File: src/rtl/nou_dsa_fifo_bridge_pkg.sv
// NoU <-> DSA FIFO bridge shared definitions.
// Word width, default depths and sizing helpers.
`ifndef NOU_XOCC_CMD_WIDTH
`define NOU_XOCC_CMD_WIDTH 32
`endif

package nou_dsa_fifo_bridge_pkg;

  localparam int NOU_CMD_W = `NOU_XOCC_CMD_WIDTH;
  localparam int NOU_CMD_DEPTH = 16;
  localparam int NOU_RSP_DEPTH = 16;
  localparam int NOU_CMD_AFULL_TH = 12;

  function automatic int cnt_w(input int depth);
    return $clog2(depth + 1);
  endfunction

endpackage

File: src/rtl/nou_dsa_fifo_bridge_sync_fifo.sv
// Single-clock FIFO, registered-read or FWFT.
// Flags are registered from next-state count.
module nou_sync_fifo
  import nou_dsa_fifo_bridge_pkg::*;
#(
  parameter int WIDTH = NOU_CMD_W,
  parameter int DEPTH = 16,
  parameter bit RD_REG = 1'b1,
  localparam int AW = $clog2(DEPTH),
  localparam int CW = cnt_w(DEPTH)
) (
  input  logic             clk,
  input  logic             rst_n,
  input  logic             wr_en,
  input  logic [WIDTH-1:0] wr_data,
  input  logic             rd_en,
  output logic [WIDTH-1:0] rd_data,
  output logic             empty,
  output logic             full,
  output logic [CW-1:0]    count,
  output logic             udf,
  output logic             ovf
);

  logic [WIDTH-1:0] mem [DEPTH];
  logic [AW-1:0]    wptr;
  logic [AW-1:0]    rptr;
  logic [CW-1:0]    cnt_nxt;
  logic             do_wr;
  logic             do_rd;

  assign do_wr = wr_en & ~full;
  assign do_rd = rd_en & ~empty;
  assign ovf   = wr_en & full;
  assign udf   = rd_en & empty;

  assign cnt_nxt = count
                 + CW'(do_wr)
                 - CW'(do_rd);

  // Pointers, occupancy and flags
  always_ff @(posedge clk or negedge rst_n) begin
    if (!rst_n) begin
      wptr  <= '0;
      rptr  <= '0;
      count <= '0;
      empty <= 1'b1;
      full  <= 1'b0;
    end else begin
      if (do_wr) wptr <= wptr + 1'b1;
      if (do_rd) rptr <= rptr + 1'b1;
      count <= cnt_nxt;
      empty <= (cnt_nxt == '0);
      full  <= (cnt_nxt == CW'(DEPTH));
    end
  end

  // Storage array, intentionally not reset
  always_ff @(posedge clk) begin
    if (do_wr) mem[wptr] <= wr_data;
  end

  if (RD_REG) begin : g_reg
    logic [WIDTH-1:0] q;

    // Popped word held until next pop
    always_ff @(posedge clk or negedge rst_n) begin
      if (!rst_n) begin
        q <= '0;
      end else if (do_rd) begin
        q <= mem[rptr];
      end
    end

    assign rd_data = q;
  end else begin : g_fwft
    assign rd_data = mem[rptr];
  end

endmodule

File: src/rtl/nou_dsa_fifo_bridge.sv
// DSA command/response buffering for NoU core.
// Adds handshakes, almost-full and sticky errors.
module nou_dsa_fifo_bridge
  import nou_dsa_fifo_bridge_pkg::*;
#(
  parameter int CMD_WIDTH = `NOU_XOCC_CMD_WIDTH,
  parameter int CMD_DEPTH = NOU_CMD_DEPTH,
  parameter int RSP_DEPTH = NOU_RSP_DEPTH,
  parameter int CMD_AFULL_TH = NOU_CMD_AFULL_TH,
  localparam int CCW = $clog2(CMD_DEPTH + 1),
  localparam int RCW = $clog2(RSP_DEPTH + 1)
) (
  input  logic                 nou_clk,
  input  logic                 nou_rstn,
  input  logic                 dsa_cmd_vld,
  output logic                 dsa_cmd_rdy,
  input  logic [CMD_WIDTH-1:0] dsa_cmd_data,
  output logic                 nou_cmd_fifo_empty,
  input  logic                 nou_cmd_fifo_rd_en,
  output logic [CMD_WIDTH-1:0] nou_cmd_fifo_data,
  output logic                 nou_rsp_fifo_full,
  input  logic                 nou_rsp_fifo_wr_en,
  input  logic [CMD_WIDTH-1:0] nou_rsp_fifo_data,
  output logic                 dsa_rsp_vld,
  input  logic                 dsa_rsp_rdy,
  output logic [CMD_WIDTH-1:0] dsa_rsp_data,
  output logic [CCW-1:0]       cmd_cnt,
  output logic [RCW-1:0]       rsp_cnt,
  output logic                 cmd_afull,
  input  logic                 err_clr,
  output logic                 err_udf,
  output logic                 err_ovf
);

  logic           cmd_full;
  logic           cmd_push;
  logic           cmd_pop;
  logic           cmd_udf;
  logic           cmd_ovf;
  logic [CCW-1:0] cmd_cnt_nxt;
  logic           rsp_empty;
  logic           rsp_pop;
  logic           rsp_udf;
  logic           rsp_ovf;

  assign dsa_cmd_rdy = ~cmd_full;
  assign cmd_push = dsa_cmd_vld & dsa_cmd_rdy;
  assign cmd_pop = nou_cmd_fifo_rd_en
                 & ~nou_cmd_fifo_empty;

  assign cmd_cnt_nxt = cmd_cnt
                     + CCW'(cmd_push)
                     - CCW'(cmd_pop);

  assign dsa_rsp_vld = ~rsp_empty;
  assign rsp_pop = dsa_rsp_vld & dsa_rsp_rdy;

  nou_sync_fifo #(
    .WIDTH  (CMD_WIDTH),
    .DEPTH  (CMD_DEPTH),
    .RD_REG (1'b1)
  ) u_cmd_fifo (
    .clk     (nou_clk),
    .rst_n   (nou_rstn),
    .wr_en   (cmd_push),
    .wr_data (dsa_cmd_data),
    .rd_en   (nou_cmd_fifo_rd_en),
    .rd_data (nou_cmd_fifo_data),
    .empty   (nou_cmd_fifo_empty),
    .full    (cmd_full),
    .count   (cmd_cnt),
    .udf     (cmd_udf),
    .ovf     (cmd_ovf)
  );

  nou_sync_fifo #(
    .WIDTH  (CMD_WIDTH),
    .DEPTH  (RSP_DEPTH),
    .RD_REG (1'b0)
  ) u_rsp_fifo (
    .clk     (nou_clk),
    .rst_n   (nou_rstn),
    .wr_en   (nou_rsp_fifo_wr_en),
    .wr_data (nou_rsp_fifo_data),
    .rd_en   (rsp_pop),
    .rd_data (dsa_rsp_data),
    .empty   (rsp_empty),
    .full    (nou_rsp_fifo_full),
    .count   (rsp_cnt),
    .udf     (rsp_udf),
    .ovf     (rsp_ovf)
  );

  // Almost-full tracks next-state occupancy
  always_ff @(posedge nou_clk or negedge nou_rstn) begin
    if (!nou_rstn) begin
      cmd_afull <= 1'b0;
    end else begin
      cmd_afull <= (cmd_cnt_nxt >= CCW'(CMD_AFULL_TH));
    end
  end

  // Sticky error flags, a new event beats clear
  always_ff @(posedge nou_clk or negedge nou_rstn) begin
    if (!nou_rstn) begin
      err_udf <= 1'b0;
      err_ovf <= 1'b0;
    end else begin
      err_udf <= cmd_udf | rsp_udf
               | (err_udf & ~err_clr);
      err_ovf <= rsp_ovf | cmd_ovf
               | (err_ovf & ~err_clr);
    end
  end

endmodule

File: config.mk
export PLATFORM = sky130hd
export DESIGN_NAME = nou_dsa_fifo_bridge
export DESIGN_NICKNAME = d
export VERILOG_FILES = /design/src/rtl/nou_dsa_fifo_bridge_pkg.sv /design/src/rtl/nou_dsa_fifo_bridge_sync_fifo.sv /design/src/rtl/nou_dsa_fifo_bridge.sv
export SDC_FILE = /design/constraint.sdc
export NUM_CORES = 1
export LEC_CHECK = 0
export ABC_AREA = 1
export ABC_CLOCK_PERIOD_IN_PS = 2610
export BUFFER_PORTS_ARGS = -buffer_cell sky130_fd_sc_hd__clkbuf_2
export CORE_ASPECT_RATIO = 0.8
export CORE_MARGIN = 2
export CORE_UTILIZATION = 25
export CTS_CLUSTER_SIZE = 25
export DETAILED_ROUTE_END_ITERATION = 12
export PLACE_DENSITY = 0.44
export SLEW_MARGIN = 20
export SYNTH_ARGS = -nofsm -noshare
export SYNTH_HDL_FRONTEND = slang
export SYNTH_SLANG_ARGS = --single-unit
File: constraint.sdc
create_clock -name nou_clk -period 2.61 [get_ports nou_clk]
set_clock_uncertainty 0.05 [all_clocks]
set_input_delay 0.522 -clock nou_clk [delete_from_list [all_inputs] [get_ports nou_clk]]
set_output_delay 0.522 -clock nou_clk [all_outputs]
set_load 0.005 [all_outputs]
==> summary.txt, run 1 <==
Status
  – Status: finished with violations
  – Failing checks: negative setup slack

STA
  – Final Worst Setup Slack: -0.505 ns
  – Max Freq: roughly 0.32 GHz
  – Final period utilization: 1.19
  – Final Hold Vio Count: 0
  – Max Slew Vio Count: 0
  – RSZ-0062 raised after global routing: yes
  – Worst rel slew slack: 0.417
  – Hold Slack: 0.0999 ns
  – Setup violators final: 32
  – Worst-Margin Slew: 0.874 ns
  – Final worst path period need: 3.12 ns

Floorplanning
  – I/O pin count: roughly 150
  – FP Rows: 139
  – Full die area: 0.184 mm^2
  – Die height: between 300 and 400 um
  – Core region area: 0.179 mm^2
  – Initial Utilization: 0.252
  – Die X: between 400 and 500 um

Clocking
  – CTS Buf Count: 116
  – Clock Tree Buf Depth: 3
  – Clock root cell: clkbuf_16
  – TritonCTS clock tree: built
  – Clk slew on worst S/H paths: 0.06 ns
  – Clock sink total: 1089
  – H-tree level count: 3
  – Clock insertion delay at the later pin of the skew report: 0.74 ns

Placement
  – Gp weighted congestion: 0.723
  – Dpl cells: 6445
  – Port bufs: 151
  – Post-DP HPWL: 67.9 mm

Critical path
  – R2r endpoint: u_rsp_fifo.full$_DFF_PN0_
  – Worst reg-to-reg setup slack: approximately 0.28 ns
  – Critical path's most frequent cell: buf_12
  – Critical path class: flop to output port
  – Worst-path fanout max: 8
  – Arrival @ worst endpoint: 2.54 ns
  – RR Startpoint: u_rsp_fifo.empty$_DFF_PN1_
  – Critical-path top delay cell: dfrtp_4
  – CP startpoint: u_rsp_fifo.rptr[0]$_DFFE_PN0P_
  – Cells along the critical path: buf_12 -> clkinv_16 -> buf_8 -> clkbuf_16 -> buf_12 -> nor2_1 -> o211ai_1 -> nand3_1 -> nand2_2 -> buf_6
  – Worst Reg-to-Reg Cells: 12
  – Worst Path Buf+Inv: 6
  – CP Capture Type: output port
  – Required @ worst endpoint: 2.04 ns
  – Critical Path Max Stage Delay: around 0.57 ns
  – Top Family by Delay on Critical Path: buffers and inverters
  – Startpoint Class: flop

Cells and area
  – Layout Utilization: 0.308
  – Final Non-Filler Cells: roughly 6700
  – Final nets: approximately 4300
  – Area grow syn2layout: 22.3%
  – Fraction of layout cells with a size suffix above 1: 0.141

Route
  – Top Metal Used: met5
  – Via/cell ratio: 4.34
  – Drt drc: 0
  – DR WL/cell: 20.1 um
  – Wl on met1: roughly 66 mm
  – Antenna Nets Post-Route: 0
  – Routed via count: between 20000 and 30000
  – Drt pass-1 iters: 5
  – Met3 routed WL: roughly 6.3 mm
  – Wirelength, routed: 135 mm
  – Detail Route met2 WL: 59.6 mm
  – DR iter-0 viols: 2182

Synthesis
  – Compound-Gate Fraction of Synth Area: 0.0509
  – Post-synthesis sequential area ratio: 0.716
  – Seq cells post-synth: 1089
  – Post-synthesis xor/xnor area fraction: 0.00446
  – Synth cell types: 26
  – Mapped cell area: 0.0452 mm^2
  – Largest family of logic cells by synthesized area: simple AND/OR/NAND/NOR gates
  – Synth Instances: 3993
  – Adder-cell share of the synthesized area: 0.00714
  – Synth Area in Simple Gates: 0.161
  – Syn avg cell area: roughly 11 um^2
  – Syn_nets: 4088
  – Multiplexer share of the synthesized area: 0
  – Yosys Warn Count: 0

Global route
  – GRT overflow: 0
  – Initial antenna violation count: 12
  – First-pass GRT wire length: 191 mm
  – Total track usage: 0.139
  – Vias in the first global route: around 28000
  – Largest net degree at the start of global routing: 95

Pwr
  – PwrDens: 1130 mW/mm^2
  – Tot Pwr: 62.4 mW
  – Worst vdd ir: ~0.00091 V
  – LEAKAGE: 21.2 nW

Min path
  – Hold path cells: 3
  – Hold path endpoint: u_cmd_fifo.wptr[0]$_DFFE_PN0N_
  – Hold wc startpoint: dsa_cmd_vld
  – Worst hold-check path type: primary input to flop

Job
  – Maxcap violations: 0
==> worst reg2reg max path, cell delays in order (launching register included) <==
cell and delay (ns):
dfstp_2 0.51, inv_1 0.04, nand2_1 0.07, inv_1 0.06, ha_1 0.26, inv_1 0.06
ha_1 0.15, inv_1 0.06, fa_1 0.44, o21ai_2 0.18, xor2_1 0.23, inv_1 0.06
nor2_1 0.08
==> registers in the layout (all words and copies together) (netlist names) <==
name / count
u_rsp_fifo.mem: 512
u_rsp_fifo.full: 1
u_cmd_fifo.full: 1
u_cmd_fifo.rptr: 4
u_cmd_fifo.wptr: 4
u_cmd_fifo.rd_data: 32
u_cmd_fifo.empty: 1
err_ovf: 1
u_cmd_fifo.count: 5
u_rsp_fifo.wptr: 4
err_udf: 1
u_cmd_fifo.mem: 512
u_rsp_fifo.empty: 1
u_rsp_fifo.rptr: 4
cmd_afull: 1
u_rsp_fifo.count: 5
==> logic make-up (layout without fill, tap and decap cells) <==
logic type | after synthesis | in the layout
and+or+nand+nor | 1781 | 1781
DFF | 1089 | 1089
buffers and inverters | 680 | 1029
AOI/OAI and AO/OA | 396 | 396
adders and majority gates | 24 | 24
xor gates and xnor gates | 23 | 23
other | 0 | 4
==> report_power, final <==
| group | switching, mW | leakage, nW | total (mW) | internal [mW] |
|---|---|---|---|---|
| Combinational | 15.5 | 9.45 | 24.4 | 8.89 |
| Sequential | 0.773 | 10.0 | 22.1 | 21.3 |
| Clock | 7.11 | 1.77 | 15.9 | 8.83 |
| Total | 23.4 | 21.2 | 62.4 | 39.0 |
==> routing by layer <==
layer  up-vias  global-route usage
li1      14000                   -
met4        10              0.0430
met3       194              0.0227
met2       597               0.213
met1     14500               0.202
met5         -                   0
==> final cells by class <==
type                            count  area, um^2
Clock buffer                      153        3080
Clock inverter                     65         551
Sequential cell                  1089       32400
Tap cell                         2397        3000
Fill cell                       18200      124000
Inverter                          461        1760
Timing Repair Buffer              348        4020
Timing Repair inverter              2        46.3
Antenna cell                        4        10.0
Multi-Input combinational cell   2224       10400
==> metrics by stage <==
step	setup slack, ns	area (um^2)	setup TNS (ns)
2_1_floorplan	-0.340	45300	-108.31
3_3_place_gp	0.0757	50100	0
3_5_place_dp	0.0948	50100	0
4_1_cts	-0.563	54200	-16.41
5_1_grt	-0.609	55300	-18.13
6_report	-0.505	55300	-13.66
==> how the worst max path moves through the flow <==
| stage | slack, ns | depth (start not counted) | to |
|---|---|---|---|
| after CTS | -0.56 | 9 | dsa_rsp_data[19] |
| after global routing | -0.61 | 10 | dsa_rsp_data[24] |
| after detailed placement | 0.09 | 12 | u_rsp_fifo.full$_DFF_PN0_ |
| after floorplan | -0.34 | 4 | u_rsp_fifo.mem[11][0]$_DFFE_PP_ |
| after global placement | 0.08 | 12 | u_rsp_fifo.full$_DFF_PN0_ |
| final | -0.51 | 10 | dsa_rsp_data[24] |
==> Yosys cell counts <==
library cell	number	share of area
inv_2	2	0.00017
clkinv_1	1	0.000083
ha_1	21	0.0058
nor2_1	422	0.035
nand3_1	389	0.043
buf_2	65	0.0072
xor2_1	18	0.0035
edfxtp_1	1024	0.68
o21ai_0	193	0.021
a21oi_1	4	0.00044
inv_1	458	0.038
fa_1	3	0.0013
or2_2	32	0.0044
xnor2_1	5	0.00097
and3_1	1	0.00014
buf_4	4	0.00066
o21ai_1	71	0.0079
nand4_1	3	0.00042
buf_6	12	0.0030
buf_1	38	0.0032
o211ai_1	128	0.021
nor3_1	2	0.00022
dfrtp_1	63	0.035
clkbuf_1	100	0.0083
nand2_1	932	0.077
dfstp_2	2	0.0012
==> timing repair <==
item / CTS / global route
buffers inserted: 9 / 33
gates resized for setup: 47 / 110
pin swaps: 5 / 62
hold buffers: 4 / 0
endpoints found under the hold margin: 29 / 0
cloned: 8 / 26
setup endpoints to repair: 32 / 34
==> layout by cell type, fill, tap and decap left out, drive strengths merged <==
cell type / count
xnor2: 5
ha: 21
clkinv: 56
xor2: 18
dfrtp: 63
clkinvlp: 1
nand4: 3
nand2: 932
diode: 4
clkbuf: 313
edfxtp: 1024
nand3: 389
and3: 1
buf: 184
bufinv: 5
dlygate4sd3: 4
dfstp: 2
fa: 3
a21oi: 4
or2: 32
nor3: 2
o21ai: 264
o211ai: 128
nor2: 422
inv: 466
Power figures use the tool's default switching activity.
==> run 2: changes to the inputs <==
--- a/config.mk
+++ b/config.mk
@@ -6,7 +6,7 @@
 export NUM_CORES = 1
 export LEC_CHECK = 0
 export ABC_AREA = 1
-export ABC_CLOCK_PERIOD_IN_PS = 2610
+export ABC_CLOCK_PERIOD_IN_PS = 2800
 export BUFFER_PORTS_ARGS = -buffer_cell sky130_fd_sc_hd__clkbuf_2
 export CORE_ASPECT_RATIO = 0.8
 export CORE_MARGIN = 2
==> constraint.sdc (replaced) <==
create_clock -name nou_clk -period 2.8 [get_ports nou_clk]
set_clock_uncertainty 0.05 [all_clocks]
set_input_delay 0.56 -clock nou_clk [delete_from_list [all_inputs] [get_ports nou_clk]]
set_output_delay 0.56 -clock nou_clk [all_outputs]
set_load 0.005 [all_outputs]
==> run 2 against run 1 <==
Compared with the run above: the flow still finishes with violations (negative setup slack); clock power down 6%; flip-flop and latch count is the same; count of clock-buffer cells in the layout is 9 higher; sequential power decreased by 7%; critical endpoint is now dsa_rsp_data[13]; largest cell class unchanged; largest power group unchanged.
==> summary.txt, run 2 (synthesis gave the netlist of run 1 again) <==
Status
  – Failing checks: negative setup slack
  – Status: finished with violations

Global route
  – GRT overflow: 0 (unchanged)
  – Total track usage: 0.141 (+0.00197)
  – First-pass GRT wire length: 193 mm (+1.2%)
  – Initial antenna violation count: 5 (-7)
  – Vias in the first global route: 27800 (+0.59%)
  – Largest net degree at the start of global routing: 116 (+22%)

Cells and area
  – Area grow syn2layout: 21.0%
  – Fraction of layout cells with a size suffix above 1: 0.138 (-0.00346)
  – Commonest non-fill, non-tap cell in the layout: edfxtp_1
  – Highest-count cells in the layout ignoring fill and taps: 1024 x edfxtp_1, 918 x nand2_1, 453 x inv_1
  – Final nets: 4304 (-0.76%)

STA
  – Worst rel slew slack: 0.435 (+0.0178)
  – RSZ-0062 raised after global routing: yes
  – Final period utilization: 1.11
  – Worst-Margin Slew: 0.847 ns (-0.0267 ns)
  – Max Slew Vio Count: 0 (unchanged)
  – Hold Slack: 0.105 ns (+0.00508 ns)
  – Final worst path period need: 3.11 ns
  – Setup violators final: 32 (unchanged)
  – Max Freq: between 0.3 and 0.4 GHz
  – Final Hold Vio Count: 0 (unchanged)
  – Final Worst Setup Slack: -0.309 ns (+0.196 ns)

Route
  – Detail Route met2 WL: 58.1 mm (-2.5%)
  – Top Metal Used: met5
  – Drt pass-1 iters: 5 (unchanged)
  – Via/cell ratio: 4.34 (about the same)
  – Routed via count: 29100 (-0.62%)
  – DR WL/cell: 19.9 um (-1.0%)
  – Met3 routed WL: 5.63 mm (-10%)
  – Antenna Nets Post-Route: 0 (unchanged)
  – DR iter-0 viols: 2472 (+13%)
  – Drt drc: 0 (unchanged)
  – Wirelength, routed: 133 mm (-1.6%)
  – Wl on met1: 67.1 mm (+1.3%)

Clocking
  – Clk slew on worst S/H paths: 0.06 ns (about the same)
  – Clock Tree Buf Depth: 3 (unchanged)
  – Clock root cell: clkbuf_16
  – TritonCTS clock tree: built
  – H-tree level count: 3 (unchanged)
  – CTS Buf Count: 116 (unchanged)
  – Clock insertion delay at the later pin of the skew report: 0.74 ns (about the same)
  – Clock sink total: 1089 (unchanged)

Placement
  – Place WS: 0.222 ns (+0.128 ns)
  – Post-DP HPWL: 69.4 mm (+2.3%)
  – Port bufs: 151 (unchanged)
  – Gp weighted congestion: 0.720 (-0.41%)

Pwr
  – Worst vdd ir: 0.000756 V (-17%)
  – Tot Pwr: 57.0 mW (-8.6%)
  – PwrDens: 1040 mW/mm^2 (-7.6%)
  – LEAKAGE: 21.0 nW (-1.3%)

Floorplanning
  – Core region area: 0.179 mm^2 (unchanged)
  – I/O pin count: 152 (unchanged)
  – Die X: 479 um (unchanged)
  – Initial Utilization: 0.252 (unchanged)
  – Full die area: 0.184 mm^2 (unchanged)
  – FP Rows: 139 (unchanged)
  – Die height: 384 um (unchanged)

Critical path
  – R2r endpoint: u_rsp_fifo.full$_DFF_PN0_
  – RR Startpoint: u_rsp_fifo.empty$_DFF_PN1_
  – Worst-path fanout max: 8 (unchanged)
  – Critical path class: flop to output port
  – Arrival @ worst endpoint: 2.50 ns (-0.04 ns)
  – Worst reg-to-reg setup slack: 0.37 ns (+0.09 ns)
  – Startpoint Class: flop
  – Required @ worst endpoint: 2.19 ns (+0.15 ns)
  – CP startpoint: u_rsp_fifo.rptr[0]$_DFFE_PN0P_
  – Worst Reg-to-Reg Cells: 12 (unchanged)
  – CP Capture Type: output port

Min path
  – Worst hold-check path type: primary input to flop
  – Hold wc startpoint: nou_rsp_fifo_wr_en
  – Hold path cells: 3 (unchanged)
  – Hold path endpoint: err_ovf$_DFF_PN0_

Job
  – Maxcap violations: 0 (unchanged)
==> run 2: changes by cell type in the layout (fill, tap and decap cells not counted), sizes merged <==
cell / previous run / this run
buf: 184 / 164
clkinv: 56 / 48
clkbuf: 313 / 308
inv: 466 / 463
bufbuf: 0 / 2
clkinvlp: 1 / 0
diode: 4 / 3
dlygate4sd3: 4 / 3
==> run 2: area by class of cell <==
class | count | area, um^2
Antenna cell | 3 | 7.51
Timing Repair Buffer | 315 | 3350
Clock buffer | 162 | 3190
Multi-Input combinational cell | 2224 | 10500
Clock inverter | 53 | 503
Timing Repair inverter | 2 | 27.5
Sequential cell | 1089 | 32400
Fill cell | 18300 | 125000
Inverter | 461 | 1770
Tap cell | 2397 | 3000
==> run 2: how the worst max path moves through the flow <==
stage / to / slack [ns] / depth (start not counted)
detailed placement: u_rsp_fifo.full$_DFF_PN0_ / 0.22 / 12
floorplan: u_rsp_fifo.mem[11][0]$_DFFE_PP_ / -0.19 / 4
finish: dsa_rsp_data[13] / -0.31 / 10
global route: dsa_rsp_data[27] / -0.42 / 11
CTS: dsa_rsp_data[10] / -0.36 / 10
global placement: u_rsp_fifo.full$_DFF_PN0_ / 0.12 / 12
==> run 2: worst max-delay path, stage by stage (launching register included) <==
cell and delay [ns]:
dfrtp_4 0.49, buf_12 0.16, clkinv_16 0.09, buf_16 0.15, buf_12 0.14, buf_8 0.13, nor2_1 0.05, o211ai_1 0.18
nand3_1 0.11, nand2_2 0.11, clkbuf_2 0.12
==> run 2: repair_timing <==
item | CTS | global route
setup endpoints to repair | 32 | 32
cloned | 14 | 7
pin swaps | 24 | 50
resized for setup | 51 | 68
endpoints found under the hold margin | 36 | 0
hold buffers | 3 | 0
buffers inserted | 11 | 11
==> run 2: metrics by stage <==
| stage | area, um^2 | TNS [ns] | cells | util |
|---|---|---|---|---|
| after CTS | 54300 | -10.24 | 6687 | 0.303 |
| after global placement | 49900 | 0 | 6444 | 0.278 |
| after global routing | 54700 | -11.93 | 6705 | 0.305 |
| final | 54700 | -6.59 | 6706 | 0.305 |
| after detailed placement | 49900 | 0 | 6444 | 0.278 |
| after floorplan | 45200 | -59.67 | 3993 | - |
==> run 2: where the power goes <==
group | internal, mW | leakage (nW) | total [mW] | switching, mW
logic | 7.40 | 9.15 | 21.5 | 14.1
clock network | 8.42 | 1.80 | 15.0 | 6.58
registers | 19.9 | 10.0 | 20.6 | 0.696
==> run 2: per-layer routing <==
layer | vias to the layer above | GRT usage
li1 | 13900 | -
met1 | 14500 | 0.214
met2 | 591 | 0.211
met3 | 153 | 0.0200
met4 | 2 | 0.0347
met5 | - | 0
==> run 3: changes to the inputs <==
--- a/config.mk
+++ b/config.mk
@@ -5,15 +5,14 @@
 export SDC_FILE = /design/constraint.sdc
 export NUM_CORES = 1
 export LEC_CHECK = 0
-export ABC_AREA = 1
-export ABC_CLOCK_PERIOD_IN_PS = 2800
+export ABC_CLOCK_PERIOD_IN_PS = 3800
 export BUFFER_PORTS_ARGS = -buffer_cell sky130_fd_sc_hd__clkbuf_2
 export CORE_ASPECT_RATIO = 0.8
 export CORE_MARGIN = 2
 export CORE_UTILIZATION = 25
 export CTS_CLUSTER_SIZE = 25
 export DETAILED_ROUTE_END_ITERATION = 12
-export PLACE_DENSITY = 0.44
+export PLACE_DENSITY = 0.43
 export SLEW_MARGIN = 20
 export SYNTH_ARGS = -nofsm -noshare
 export SYNTH_HDL_FRONTEND = slang
==> constraint.sdc (replaced) <==
create_clock -name nou_clk -period 3.8 [get_ports nou_clk]
set_clock_uncertainty 0.05 [all_clocks]
set_input_delay 0.76 -clock nou_clk [delete_from_list [all_inputs] [get_ports nou_clk]]
set_output_delay 0.76 -clock nou_clk [all_outputs]
set_load 0.005 [all_outputs]
==> run 3 against run 2 <==
Compared with the run above: the run now ends clean; utilization shrank 0.54 points; first-iteration DRC count shrank 33%; flip-flop and latch count is the same; global-route usage shrank 1.2 points; final area shrank 9.0%; via count shrank 30%; total power shrank 34%; critical path depth shrank 5; combinational power shrank 49%; critical path type unchanged; largest cell class unchanged; largest power group is now sequential cells.
==> summary.txt, run 3 <==
Status
  – Status: complete, no violations

Cells and area
  – Design area: 0.0498 mm^2 (-9.0%)
  – Final nets: 2412 (-44%)
  – FF/Latch Area: 0.0324 mm^2 (about the same)
  – Fraction of layout cells with a size suffix above 1: 0.253 (+0.115)
  – Commonest non-fill, non-tap cell in the layout: edfxtp_1
  – Area grow syn2layout: 19.3%
  – Multi-input combinational cell area: 0.00880 mm^2 (-16%)
  – Highest-count cells in the layout ignoring fill and taps: 1024 x edfxtp_1, 256 x mux2i_1, 160 x mux4_2
  – Fillers: 16300 (-11%)

Synthesis
  – Syn_nets: 2163 (-47%)
  – Dominant synthesized flop cell: edfxtp_1
  – Mapped cell area: 0.0417 mm^2 (-7.7%)
  – Post-synth EDFFs: 1024 (unchanged)
  – Seq cells post-synth: 1089 (unchanged)
  – Top cells by area, synth: edfxtp_1 74%, mux4_2 8.6%, mux2i_1 6.1%
  – Synth Instances: 2068 (-48%)
  – Most frequent cells after synthesis: 1024 x edfxtp_1, 256 x mux2i_1, 160 x mux4_2, 99 x nor2_1, 96 x o22ai_1
  – Async SR Flop Fraction: 0.0597 (unchanged)
  – Synth top area share: 0.737 (+0.0566)
  – Post-synthesis sequential area ratio: 0.776 (+0.0596)
  – Yosys Warn Count: 0 (unchanged)
  – Syn avg cell area: 20.2 um^2 (+78%)
  – Cell type with the largest total area after synthesis: edfxtp_1
  – Count leader, synth: edfxtp_1
  – Synth cell types: 36 (+38%)

Critical path
  – Worst reg-to-reg setup slack: 1.09 ns (+0.72 ns)
  – Worst Reg-to-Reg Cells: 11 (-1)
  – Setup crit end: dsa_rsp_data[14]
  – Arrival @ worst endpoint: 2.84 ns (+0.34 ns)
  – CP startpoint: u_rsp_fifo.rptr[0]$_DFFE_PN0P_
  – CP Capture Type: output port
  – Required @ worst endpoint: 2.99 ns (+0.80 ns)
  – Critical path class: flop to output port
  – Worst-path fanout max: 35 (+27)
  – R2r endpoint: u_rsp_fifo.full$_DFF_PN0_
  – Startpoint Class: flop
  – RR Startpoint: u_rsp_fifo.empty$_DFF_PN1_

Pwr
  – PwrDens: 751 mW/mm^2 (-28%)
  – Worst vdd ir: 0.000467 V (-38%)
  – Tot Pwr: 37.4 mW (-34%)
  – LEAKAGE: 16.6 nW (-21%)

Route
  – Wirelength, routed: 111 mm (-17%)
  – Antenna Nets Post-Route: 0 (unchanged)
  – DR iter-0 viols: 1651 (-33%)
  – Drt drc: 0 (unchanged)
  – Via/cell ratio: 4.39 (+1.1%)
  – Routed via count: 20400 (-30%)
  – DR WL/cell: 23.8 um (+20%)
  – Drt pass-1 iters: 6 (+1)

STA
  – Max Freq: 0.274 GHz
  – RSZ-0062 raised after global routing: yes
  – Setup violators final: 0 (-100%)
  – Final period utilization: 0.961
  – Final Hold Vio Count: 0 (unchanged)
  – Final worst path period need: 3.65 ns
  – Max Slew Vio Count: 0 (unchanged)
  – Worst rel slew slack: 0.443 (+0.00780)
  – Worst-Margin Slew: 0.836 ns (-0.0117 ns)

Min path
  – Worst hold-check path type: primary input to flop
  – Hold path cells: 2 (-1)

Floorplanning
  – Die X: 461 um (-3.9%)
  – Full die area: 0.170 mm^2 (-7.6%)
  – Die height: 369 um (-3.9%)
  – Initial Utilization: 0.251 (-0.000934)
  – Core region area: 0.166 mm^2 (-7.3%)
  – I/O pin count: 152 (unchanged)
  – FP Rows: 134 (-3.6%)

Global route
  – Largest net degree at the start of global routing: 71 (-39%)
  – First-pass GRT wire length: 159 mm (-18%)
  – Global Route met3 Usage: 0.0254 (+0.00537)
  – Met2 usage: 0.216 (+0.00511)
  – Vias in the first global route: 21600 (-22%)
  – Initial antenna violation count: 13 (+8)
  – GRT overflow: 0 (unchanged)
  – Total track usage: 0.130 (-0.0115)
  – GR peak layer: met2
  – Met1 usage: 0.173 (-0.0407)

Clocking
  – H-tree level count: 3 (unchanged)
  – Clock Tree Buf Depth: 3 (unchanged)
  – CTS Buf Count: 114 (-1.7%)
  – Clk slew on worst S/H paths: 0.06 ns (about the same)
  – Clock sink total: 1089 (unchanged)
  – TritonCTS clock tree: built
  – Clock insertion delay at the later pin of the skew report: 0.75 ns (about the same)
  – Clock root cell: clkbuf_16

Placement
  – DP Area: 0.0460 mm^2 (-8.0%)
  – Gp weighted congestion: 0.713 (-1.1%)
  – Post-DP HPWL: 60.7 mm (-13%)
  – Port bufs: 151 (unchanged)

Job
  – Maxcap violations: 0 (unchanged)
## run 3: cell count changes after synthesis, sizes merged, moves of 33 or more
cell / delta
o211ai: -128
nor4: +34
nor3: +62
and2: +33
buf: -62
nor2: -323
o22ai: +96
nand3: -388
clkbuf: -50
mux2i: +256
o21ai: -257
inv: -434
nand2: -920
mux4: +160
## run 3: metal layers
metal | wire [um] | part of all wire | up-vias
met5 | 41 | 0.00037 | -
met4 | 2750 | 0.025 | 6
met3 | 4660 | 0.042 | 186
met2 | 54100 | 0.49 | 428
met1 | 49500 | 0.45 | 10900
li1 | - | - | 8909
## run 3: layout make-up
cell class | instances | share of cell area
sequential | 1089 | 0.650
multi-input combinational | 846 | 0.177
clock buffer | 157 | 0.0617
tap | 2244 | 0.0564
timing repair buffer | 240 | 0.0395
clock inverter | 56 | 0.0131
inverter | 26 | 0.00196
antenna | 3 | 0.000151
## run 3: worst min-delay path by stage
stage / slack (ns) / start / to
after floorplan: 0.41 / nou_rstn / cmd_afull$_DFF_PN0_
after detailed placement: 0.45 / u_cmd_fifo.rptr[3]$_DFFE_PN0P_ / u_cmd_fifo.rptr[3]$_DFFE_PN0P_
final: 0.20 / err_clr / err_ovf$_DFF_PN0_
after global placement: 0.45 / u_cmd_fifo.rptr[3]$_DFFE_PN0P_ / u_cmd_fifo.rptr[3]$_DFFE_PN0P_
after CTS: 0.12 / err_clr / err_ovf$_DFF_PN0_
after global routing: 0.16 / err_clr / err_ovf$_DFF_PN0_
## run 3: power breakdown
part / total (mW) / switching (mW) / internal, mW
Sequential: 15.4 / 0.775 / 14.6
Combinational: 10.9 / 6.06 / 4.80
Clock: 11.1 / 4.81 / 6.32
Total: 37.4 / 11.6 / 25.7
## run 3: timing repair
action	4_1_cts	5_1_grt
hold endpoints to repair	19	0
gates resized for setup	2	0
buffers inserted	4	0
endpoints found under the setup margin	31	1
hold buffers	1	0
## run 3: worst max-delay path: stages (launching register included)
cell      delay (ns)
dfrtp_4         0.41
buf_12          0.16
buf_16          0.26
mux4_2          0.55
mux4_2          0.50
clkbuf_2        0.14
## run 3: kinds of logic (layout without fill, tap and decap cells)
kind of cell               Yosys count  count (layout)  synth area share
DFF                               1089            1089             0.776
muxes                              418             418             0.148
and+or+nand+nor                    268             268            0.0319
buffers and inverters              133             479            0.0149
AOI/OAI and AO/OA                  115             115            0.0171
adders and majority gates           24              24           0.00773
xor gates and xnor gates            21              21           0.00441
other                                0               3                 0
## run 3: stage by stage
stage | TNS [ns] | worst slack (ns) | utilization | std cells | hold WS, ns
after floorplan | 0 | 0.416 | - | 2068 | 0.408
after global placement | 0 | 0.598 | 0.276 | 4440 | 0.453
after detailed placement | 0 | 0.568 | 0.276 | 4440 | 0.452
after CTS | 0 | 0.0446 | 0.299 | 4658 | 0.121
after global routing | -0.00292 | -0.00292 | 0.299 | 4660 | 0.164
final | 0 | 0.147 | 0.299 | 4661 | 0.197
